**config.mk**
```make
export PLATFORM = sky130hd
export DESIGN_NAME = parity_frame_tx
export DESIGN_NICKNAME = d
export VERILOG_FILES = /design/src/rtl/parity_frame_tx.sv
export SDC_FILE = /design/constraint.sdc
export NUM_CORES = 1
export LEC_CHECK = 0
export ABC_CLOCK_PERIOD_IN_PS = 2800
export CORE_MARGIN = 3
export CORE_UTILIZATION = 49
export CTS_CLUSTER_SIZE = 14
export DETAILED_ROUTE_END_ITERATION = 10
export PLACE_DENSITY = 0.81
export SYNTH_ARGS = -nofsm -noshare
export SYNTH_HDL_FRONTEND = slang
export SYNTH_SLANG_ARGS = --single-unit
```
**constraint.sdc**
```tcl
create_clock -name clk -period 2.8 [get_ports clk]
set_input_delay 0.56 -clock clk [delete_from_list [all_inputs] [get_ports clk]]
set_output_delay 0.56 -clock clk [all_outputs]
set_load 0.02 [all_outputs]
```
**src/rtl/parity_frame_tx.sv**
```systemverilog
// parity_frame_tx
// Serial transmitter for the ALSU parity path. On a valid/ready handshake it
// latches one 4-bit operand (A or B, chosen by Sel), computes its parity bit
// and shifts out a 7-bit frame: start(0), d0..d3 (LSB first), parity, stop(1).
//
// Parameters
//   BIT_CYCLES  clock cycles per serial bit (>= 1)
//   PARITY_ODD  0 = even parity (^data), 1 = odd parity (~^data)
//
// Ports
//   clk          rising-edge clock
//   rst          asynchronous active-high reset
//   A, B         4-bit operands
//   Sel          operand select: 0 = A, 1 = B
//   start_valid  request to send one frame
//   start_ready  high while idle (request can be accepted)
//   tx_out       registered serial line, idles high
//   parity_out   {3'b000, p} of the latched operand, held until next accept
//   done         one-cycle pulse when the frame finishes (STOP -> IDLE)
module parity_frame_tx #(
  parameter int BIT_CYCLES = 1,
  parameter int PARITY_ODD = 0
) (
  input  logic       clk,
  input  logic       rst,
  input  logic [3:0] A,
  input  logic [3:0] B,
  input  logic       Sel,
  input  logic       start_valid,
  output logic       start_ready,
  output logic       tx_out,
  output logic [3:0] parity_out,
  output logic       done
);

  // Counter is wide enough for BIT_CYCLES-1; at least one bit for BIT_CYCLES=1.
  localparam int            CW      = (BIT_CYCLES > 1) ? $clog2(BIT_CYCLES) : 1;
  localparam logic [CW-1:0] CNT_MAX = CW'(BIT_CYCLES - 1);

  typedef enum logic [2:0] {
    S_IDLE,
    S_START,
    S_DATA,
    S_PARITY,
    S_STOP
  } state_t;

  state_t        state_q, state_d;
  logic [CW-1:0] cnt_q,   cnt_d;
  logic [1:0]    idx_q,   idx_d;
  logic [3:0]    data_q,  data_d;
  logic          par_q,   par_d;
  logic          tx_q,    tx_d;
  logic          done_q,  done_d;

  logic          bit_end;
  logic [1:0]    idx_nxt;

  function automatic logic calc_parity(input logic [3:0] d);
    return (PARITY_ODD != 0) ? ~^d : ^d;
  endfunction

  assign bit_end = (cnt_q == CNT_MAX);
  assign idx_nxt = idx_q + 2'd1;

  always_comb begin
    // NOTE: every signal gets a default before the case so no path leaves it
    // unassigned; otherwise synthesis infers a latch.
    state_d = state_q;
    cnt_d   = cnt_q + CW'(1);
    idx_d   = idx_q;
    data_d  = data_q;
    par_d   = par_q;
    tx_d    = tx_q;
    done_d  = 1'b0;

    unique case (state_q)
      S_IDLE: begin
        cnt_d = '0;
        tx_d  = 1'b1;
        if (start_valid) begin
          data_d  = Sel ? B : A;
          par_d   = calc_parity(Sel ? B : A);
          state_d = S_START;
          idx_d   = 2'd0;
          tx_d    = 1'b0;
        end
      end
      S_START: begin
        if (bit_end) begin
          state_d = S_DATA;
          cnt_d   = '0;
          idx_d   = 2'd0;
          tx_d    = data_q[0];
        end
      end
      S_DATA: begin
        if (bit_end) begin
          cnt_d = '0;
          if (idx_q == 2'd3) begin
            state_d = S_PARITY;
            idx_d   = 2'd0;
            tx_d    = par_q;
          end else begin
            idx_d = idx_nxt;
            tx_d  = data_q[idx_nxt];
          end
        end
      end
      S_PARITY: begin
        if (bit_end) begin
          state_d = S_STOP;
          cnt_d   = '0;
          tx_d    = 1'b1;
        end
      end
      S_STOP: begin
        if (bit_end) begin
          state_d = S_IDLE;
          cnt_d   = '0;
          tx_d    = 1'b1;
          done_d  = 1'b1;
        end
      end
      default: begin
        state_d = S_IDLE;
        cnt_d   = '0;
        tx_d    = 1'b1;
      end
    endcase
  end

  always_ff @(posedge clk or posedge rst) begin
    if (rst) begin
      state_q <= S_IDLE;
      cnt_q   <= '0;
      idx_q   <= 2'd0;
      data_q  <= 4'd0;
      par_q   <= 1'b0;
      tx_q    <= 1'b1;
      done_q  <= 1'b0;
    end else begin
      // NOTE: non-blocking assignments so every register samples the
      // pre-edge values computed above, independent of statement order.
      state_q <= state_d;
      cnt_q   <= cnt_d;
      idx_q   <= idx_d;
      data_q  <= data_d;
      par_q   <= par_d;
      tx_q    <= tx_d;
      done_q  <= done_d;
    end
  end

  assign start_ready = (state_q == S_IDLE);
  assign tx_out      = tx_q;
  assign parity_out  = {3'b000, par_q};
  assign done        = done_q;

endmodule

```
==> reports/metrics.cfg <==
[clock_network]
cts-root-to-sink-buffers=2
clk_latency_ps=270
clock_buffers_created_by_tritoncts=3
cts.htree.levels=1
postCtsSetupRepairBufs=0
numClockSinks=12
post_cts_hold_buffer_count=0
clk_pin_slew_worst_paths_ps=80
cts_tree=done
clock-root-buffer=sky130_fd_sc_hd__clkbuf_4
cts_resized=0

[min_path]
hold_path.class=flop to flop
hold-path-cell-count=2
hold_path_startpoint=data_q[3]
holdPathEnd=data_q[3]

[grt]
grt.total_usage=0.1499
wire_length_of_the_first_global_routing_pass_um=2028
grt_max_degree=13
first_global_vias=475
initial_antenna_violation_count=0
global_route.overflow_total=0

[worst_setup_path]
worst-endpoint-arrival_ps=1670
slowest_delay_ps=630
crit_path_cell_trace=nor3_4 -> clkdlybuf4s50_1
crit_path_end_kind=primary output
rr_worst_depth=4
worst_path_dominant_cell_family=buffers and inverters
maximum_fanout_encountered_on_the_critical_timing_path=8
setup.reg_to_reg.worst_slack_ps=1480
cpMaxStageDelayCell=sky130_fd_sc_hd__clkdlybuf4s50_1
timing.setup.critical_path_class=flop to primary output
crit-reg2reg-capture=tx_out
worst_setup_start_kind=flop
critical_path_buf_inv_count=1
worst_r2r_startpoint=idx_q[0]
timing.critical_path.required_ps=2240

[sta]
holdWs_ps=486.7
setup-tns-final_ps=0
rsz_0062_raised_after_global_routing=no
final_period_minus_worst_setup_slack_ps=2226
fmaxAchievable_ghz=0.4493
hold_viol_final=0
clock_skew_ps=3.345
pins_over_their_slew_limit=0
setup_viol_count_final=0
fin_ws_ps=574.2
fin_crit_sh=0.7949

[detailed_routing]
initialDrtViolationCount=8
detail_route.wirelength_um=1220
detail_route.wl_per_cell_um=13.12
drt-vias-per-instance=5.269
detail-route-antenna-nets=0
detail_route.drc_violations=0
via_count=490
detailedRoute.firstPassIterationCount=4

[power]
worst_ir_drop_vdd_v=0.0005835
post_layout_total_power_uw=839.1
static_leakage_nw=0.3730
power-per-cell-area_nw_per_um2=995.0

[synthesis]
dominantRegCellSynth=sky130_fd_sc_hd__dfrtp_1
ys_ff_latch=12
mean_cell_area_of_the_mapped_netlist_sq_um=10.74
ys_seq_area_frac=0.4319
netlist-cell-type-count=26
synth-warning-count=0
synth_edf_count=0
async_flop_share=1.000
syn_area_sq_um=698.2
netlist_instances=65

[place]
place_hpwl_um=921.4
place_ws_ps=878.8
port-buffer-count=15
place.gp.congestion=0.7525

[die]
boundaryPins=19
die-height_um=43.75
num_rows=12
die_footprint_sq_um=1914
initial_core_utilization=0.5741
die-width_um=43.75
floorplan_core_area_sq_um=1216

[cells_and_area]
post_route_cells_drive_above_1_share=0.1139
final_nets=93
post_synthesis_to_final_layout_area_growth_pct=20.79
antenna-diode-count=0

[job]
cap_violations=0

[outcome]
outcome=finished, final reports clean

worst max-delay path by stage:
stage             endpoint  startpoint  slack (ps)  cells after the start
5_1_grt        start_ready  state_q[0]         510                      2
4_1_cts        start_ready  state_q[0]         570                      2
2_1_floorplan  start_ready  state_q[0]        1440                      2
3_3_place_gp   start_ready  state_q[1]         890                      2
3_5_place_dp   start_ready  state_q[1]         880                      2
6_report       start_ready  state_q[0]         570                      2
flip-flops by register name (all words and copies together) (netlist names):
signal   count
state_q      3
tx_out       1
idx_q        2
par_q        1
data_q       4
done         1
area by class of cell:
| cell class | instances | area, sq um |
|---|---|---|
| Timing Repair Buffer | 15 | 150.1 |
| Multi-Input combinational cell | 47 | 344.1 |
| Clock buffer | 4 | 26.28 |
| Sequential cell | 12 | 301.5 |
| Tap cell | 14 | 17.52 |
| Fill cell | 95 | 372.9 |
| Inverter | 1 | 3.754 |
kinds of logic (layout without fill, tap and decap cells):
| logic type | count (synthesis) | after routing | synth area share |
|---|---|---|---|
| AOI/OAI and AO/OA | 10 | 10 | 0.1022 |
| xor gates and xnor gates | 7 | 7 | 0.08782 |
| adders and majority gates | 1 | 1 | 0.01792 |
| buffers and inverters | 8 | 20 | 0.08601 |
| DFF | 12 | 12 | 0.4319 |
| muxes | 7 | 7 | 0.1237 |
| other | 1 | 3 | 0.005371 |
| and+or+nand+nor | 19 | 19 | 0.1452 |
power breakdown:
| part | switching [mW] | internal, mW | total, mW |
|---|---|---|---|
| Clock | 0.0600 | 0.0552 | 0.115 |
| Combinational | 0.182 | 0.200 | 0.382 |
| Sequential | 0.0870 | 0.255 | 0.342 |
| Total | 0.329 | 0.510 | 0.839 |
cell usage after synthesis (2+ instances only):
cell / instances / share of area
sky130_fd_sc_hd__o21ai_0: 6 / 0.043
sky130_fd_sc_hd__nor3_1: 2 / 0.014
sky130_fd_sc_hd__buf_6: 2 / 0.032
sky130_fd_sc_hd__dfrtp_1: 11 / 0.39
sky130_fd_sc_hd__mux2i_1: 6 / 0.086
sky130_fd_sc_hd__xnor2_1: 6 / 0.075
sky130_fd_sc_hd__nor2_1: 4 / 0.021
sky130_fd_sc_hd__nand2_1: 7 / 0.038
sky130_fd_sc_hd__buf_4: 4 / 0.043
cell usage in the layout, fill, tap and decap left out:
cell type / instances
sky130_fd_sc_hd__clkbuf_4: 3
sky130_fd_sc_hd__xnor2_1: 6
sky130_fd_sc_hd__o31ai_1: 1
sky130_fd_sc_hd__nor3_1: 2
sky130_fd_sc_hd__a32o_1: 1
sky130_fd_sc_hd__dfstp_2: 1
sky130_fd_sc_hd__o311ai_2: 1
sky130_fd_sc_hd__mux2i_1: 6
sky130_fd_sc_hd__and2_4: 1
sky130_fd_sc_hd__nand3_1: 1
sky130_fd_sc_hd__o21ai_0: 6
sky130_fd_sc_hd__nor3_4: 1
sky130_fd_sc_hd__ha_1: 1
sky130_fd_sc_hd__nor2_2: 1
sky130_fd_sc_hd__nand2_2: 1
sky130_fd_sc_hd__conb_1: 3
sky130_fd_sc_hd__xor2_1: 1
sky130_fd_sc_hd__clkbuf_1: 1
sky130_fd_sc_hd__nand2_1: 7
sky130_fd_sc_hd__mux4_1: 1
sky130_fd_sc_hd__nor3b_1: 1
sky130_fd_sc_hd__a21o_1: 1
sky130_fd_sc_hd__inv_1: 1
sky130_fd_sc_hd__clkdlybuf4s50_1: 15
sky130_fd_sc_hd__nor2_1: 4
sky130_fd_sc_hd__dfrtp_1: 11
per-layer routing:
layer / up-vias / part of all wire / global-route usage
li1: 244 / - / -
met4: 0 / 0.030 / 0.09036
met2: 19 / 0.50 / 0.2558
met5: - / 0 / 0
met3: 4 / 0.058 / 0.03734
met1: 223 / 0.42 / 0.1649
tightest hold or removal path, delay by kind of cell, from the launching register on:
family / cells / cell delay [ps]
simple gates: 1 / 40
compound gates: 1 / 60
flops: 1 / 350
per-stage QoR:
| stage | instances | utilization | instance area, sq um |
|---|---|---|---|
| floorplan | 67 | - | 705.7 |
| global placement | 89 | 0.6718 | 817.0 |
| detailed placement | 89 | 0.6718 | 817.0 |
| CTS | 93 | 0.6934 | 843.3 |
| global route | 93 | 0.6934 | 843.3 |
| finish | 93 | 0.6934 | 843.3 |
(Power assumes the default switching activity.)
==> edit 1, RTL diff (config.mk and constraints unchanged) <==
`data_q` no longer has a reset.
--- a/src/rtl/parity_frame_tx.sv
+++ b/src/rtl/parity_frame_tx.sv
@@ -135,7 +135,6 @@
       state_q <= S_IDLE;
       cnt_q   <= '0;
       idx_q   <= 2'd0;
-      data_q  <= 4'd0;
       par_q   <= 1'b0;
       tx_q    <= 1'b1;
       done_q  <= 1'b0;
@@ -145,11 +144,14 @@
       state_q <= state_d;
       cnt_q   <= cnt_d;
       idx_q   <= idx_d;
-      data_q  <= data_d;
       par_q   <= par_d;
       tx_q    <= tx_d;
       done_q  <= done_d;
     end
+  end
+
+  always_ff @(posedge clk) begin
+    data_q <= data_d;
   end
 
   assign start_ready = (state_q == S_IDLE);
Function: no difference found for any inputs over 10 cycles, from zero or initial values and one cycle with rst high; that may be too few to reach the edited logic, so the function may still have changed.
==> edit 1 against the original RTL <==
- setup slack worse by 49 ps
- sequential cell count stayed put
- clock skew is 1.7 ps lower
- total power is 5.9% lower
- cell area is 1.2% lower
- synthesized area is 3.4% lower
- wire length is 3.0% lower
- cell count is 9.7% lower
- critical path type unchanged
- critical endpoint unchanged
==> edit 1: results <==
INSERT INTO impl_metrics (metric_group, metric, value, unit) VALUES
('status', 'status', 'completed', ''),
('cells_and_area', 'clock_cell_area_share', '4.35', '%'),
('routing', 'drt-total-wl', '1180', 'um'),
('cells_and_area', 'buf_share', '18.0', '%'),
('placement', 'globalplace.congestion', '0.792', ''),
('routing', 'avgViaCountPerCell', '5.24', ''),
('global_route', 'first_global_vias', '466', ''),
('worst_setup_path', 'setup.worst_path.start', 'state_q[1]$_DFFE_PP0P_', ''),
('cells_and_area', 'area_occupied_by_multi_input_gates', '304', 'um2'),
('global_route', 'grt_max_degree', '11', ''),
('timing', 'finalClockSkew', '1.60', 'ps'),
('synthesis', 'synth-seq-area-share', '47.7', '%'),
('cells_and_area', 'drive_gt1_share', '21.4', '%'),
('routing', 'num_vias', '440', ''),
('power', 'switchingPower', '268', 'uW'),
('synthesis', 'synthArstFlopShare', '66.7', '%'),
('power', 'seqPwrFrac', '40.8', '%'),
('global_route', 'grt_use_total', '16.1', '%'),
('worst_setup_path', 'critPathMaxFanout', '10', ''),
('synthesis', 'synth_enable_flop_cells', '4', '');
==> edit 1: changes by cell type after synthesis, sizes merged, moves of 4 or more <==
cell and change:
nand2 -7, a22o +4, mux2i -4, dfrtp -4, edfxtp +4, mux2 +6
o21ai -5
==> edit 1: logic make-up after synthesis <==
kind of cell             Yosys count  share of synthesized area (%)
XOR/XNOR                           7                           9.09
buffers and inverters              7                           8.35
multiplexers                       9                           16.3
adder cells (fa/ha/maj)            1                           1.85
AND/OR/NAND/NOR                   13                           9.83
flip-flops                        12                           47.7
other                              1                          0.556
AO/OA/AOI/OAI                      5                           6.31
==> edit 1: worst max-delay path, stage by stage (launching register included) <==
cell and delay (ps):
sky130_fd_sc_hd__dfrtp_1 490, sky130_fd_sc_hd__nor3_1 290, sky130_fd_sc_hd__clkdlybuf4s50_1 660
==> edit 1: routing by layer <==
metal	vias to the layer above	GRT usage (%)	routed length (um)
met5	-	0	0
met4	0	14.5	63
met3	7	6.36	66
met2	12	23.9	576
met1	203	17.1	476
li1	218	-	-
==> edit 2, RTL diff (same flow settings) <==
Made on the original files. Encoding of `state_t`: now one-hot (5 bits for 5 states).
--- a/src/rtl/parity_frame_tx.sv
+++ b/src/rtl/parity_frame_tx.sv
@@ -37,12 +37,12 @@
   localparam int            CW      = (BIT_CYCLES > 1) ? $clog2(BIT_CYCLES) : 1;
   localparam logic [CW-1:0] CNT_MAX = CW'(BIT_CYCLES - 1);
 
-  typedef enum logic [2:0] {
-    S_IDLE,
-    S_START,
-    S_DATA,
-    S_PARITY,
-    S_STOP
+  typedef enum logic [4:0] {
+    S_IDLE   = 5'b00001,
+    S_START  = 5'b00010,
+    S_DATA   = 5'b00100,
+    S_PARITY = 5'b01000,
+    S_STOP   = 5'b10000
   } state_t;
 
   state_t        state_q, state_d;
Formal check against the unedited RTL: same outputs for any inputs over 10 cycles, from zero or initial values and one cycle with rst high; not proved beyond that.
==> edit 2 against the original RTL <==
- cell count up 14%
- worst hold slack better by 29 ps
- utilization down 2.0 points
- maximum frequency down 8.4%
- critical endpoint unchanged
- wire length up 20%
- cell area up 13%
- sequential cell count up 2
- total power down 6.5%
- synthesized area up 14%
- setup slack worse by 200 ps
==> edit 2: results <==
INSERT INTO impl_metrics (metric_group, metric, value, unit) VALUES
('synthesis', 'synth-seq-area-share', '44.3', '%'),
('cells_and_area', 'num-fill-cells', '126', ''),
('global_route', 'grt_max_degree', '15', ''),
('power', 'pwr.group.clock', '105', 'uW'),
('global_route', 'global_route.usage.met1', '18.8', '%'),
('cells_and_area', 'multi_input_area_share', '41.7', '%'),
('synthesis', 'ys_top_cells_by_area', 'sky130_fd_sc_hd__dfrtp_1 (38%), sky130_fd_sc_hd__mux2i_1 (7.5%), sky130_fd_sc_hd__dfstp_2 (6.6%), sky130_fd_sc_hd__xor2_1 (5.5%), sky130_fd_sc_hd__nor2_1 (4.7%)', ''),
('global_route', 'grt_pass1_wl', '2260', 'um'),
('worst_setup_path', 'timing.critical_path.arrival', '1870', 'ps'),
('power', 'power.group.top', 'sequential cells', ''),
('timing', 'finalClockSkew', '1.43', 'ps'),
('placement', 'dp.final_hpwl', '1160', 'um'),
('synthesis', 'syn_area_per_cell', '10.1', 'um2'),
('status', 'status', 'completed', ''),
('global_route', 'globalRouteMet2Util', '25.0', '%'),
('synthesis', 'netlist-cell-type-count', '29', ''),
('routing', 'met3RoutedLength', '83', 'um'),
('routing', 'wirelength_met1', '636', 'um'),
('clocking', 'cts.sink_count', '14', ''),
('routing', 'avgViaCountPerCell', '5.60', ''),
('routing', 'drt_pass1_iterations', '7', ''),
('routing', 'route.met2.wl', '743', 'um'),
('cells_and_area', 'nClkBuffers', '3', ''),
('cells_and_area', 'area.share.sequential', '37.0', '%'),
('hold_path', 'end_point_of_the_worst_hold_path', 'idx_q[1]$_DFFE_PP0P_', '');
## edit 2: cell types whose count changed in the layout (fill, tap and decap cells not counted), sizes merged, moves of 2 or more
cell,delta
a21oi,+6
nor2,+5
nor4bb,+2
a22o,+2
xor2,+4
nand2b,+3
nand2,-6
xnor2,-5
and3,+2
## edit 2: cell families after synthesis
| group | Yosys count | synth area share [%] |
|---|---|---|
| AND/OR/NAND/NOR | 25 | 18.1 |
| adder cells (fa/ha/maj) | 1 | 1.57 |
| AO/OA/AOI/OAI | 14 | 10.5 |
| buffers and inverters | 10 | 6.75 |
| other | 1 | 0.471 |
| multiplexers | 8 | 11.8 |
| XOR/XNOR | 6 | 6.59 |
| flip-flops | 14 | 44.3 |
## edit 2: through the flow
step                instances  hold WS [ps]  setup slack, ps  power (mW)
finish                    106           515              370       0.785
global route              106           549              152       0.846
CTS                       106           516              360       0.790
detailed placement        103           498              671       0.683
global placement          103           494              714       0.667
floorplan                  81           448              846       0.582
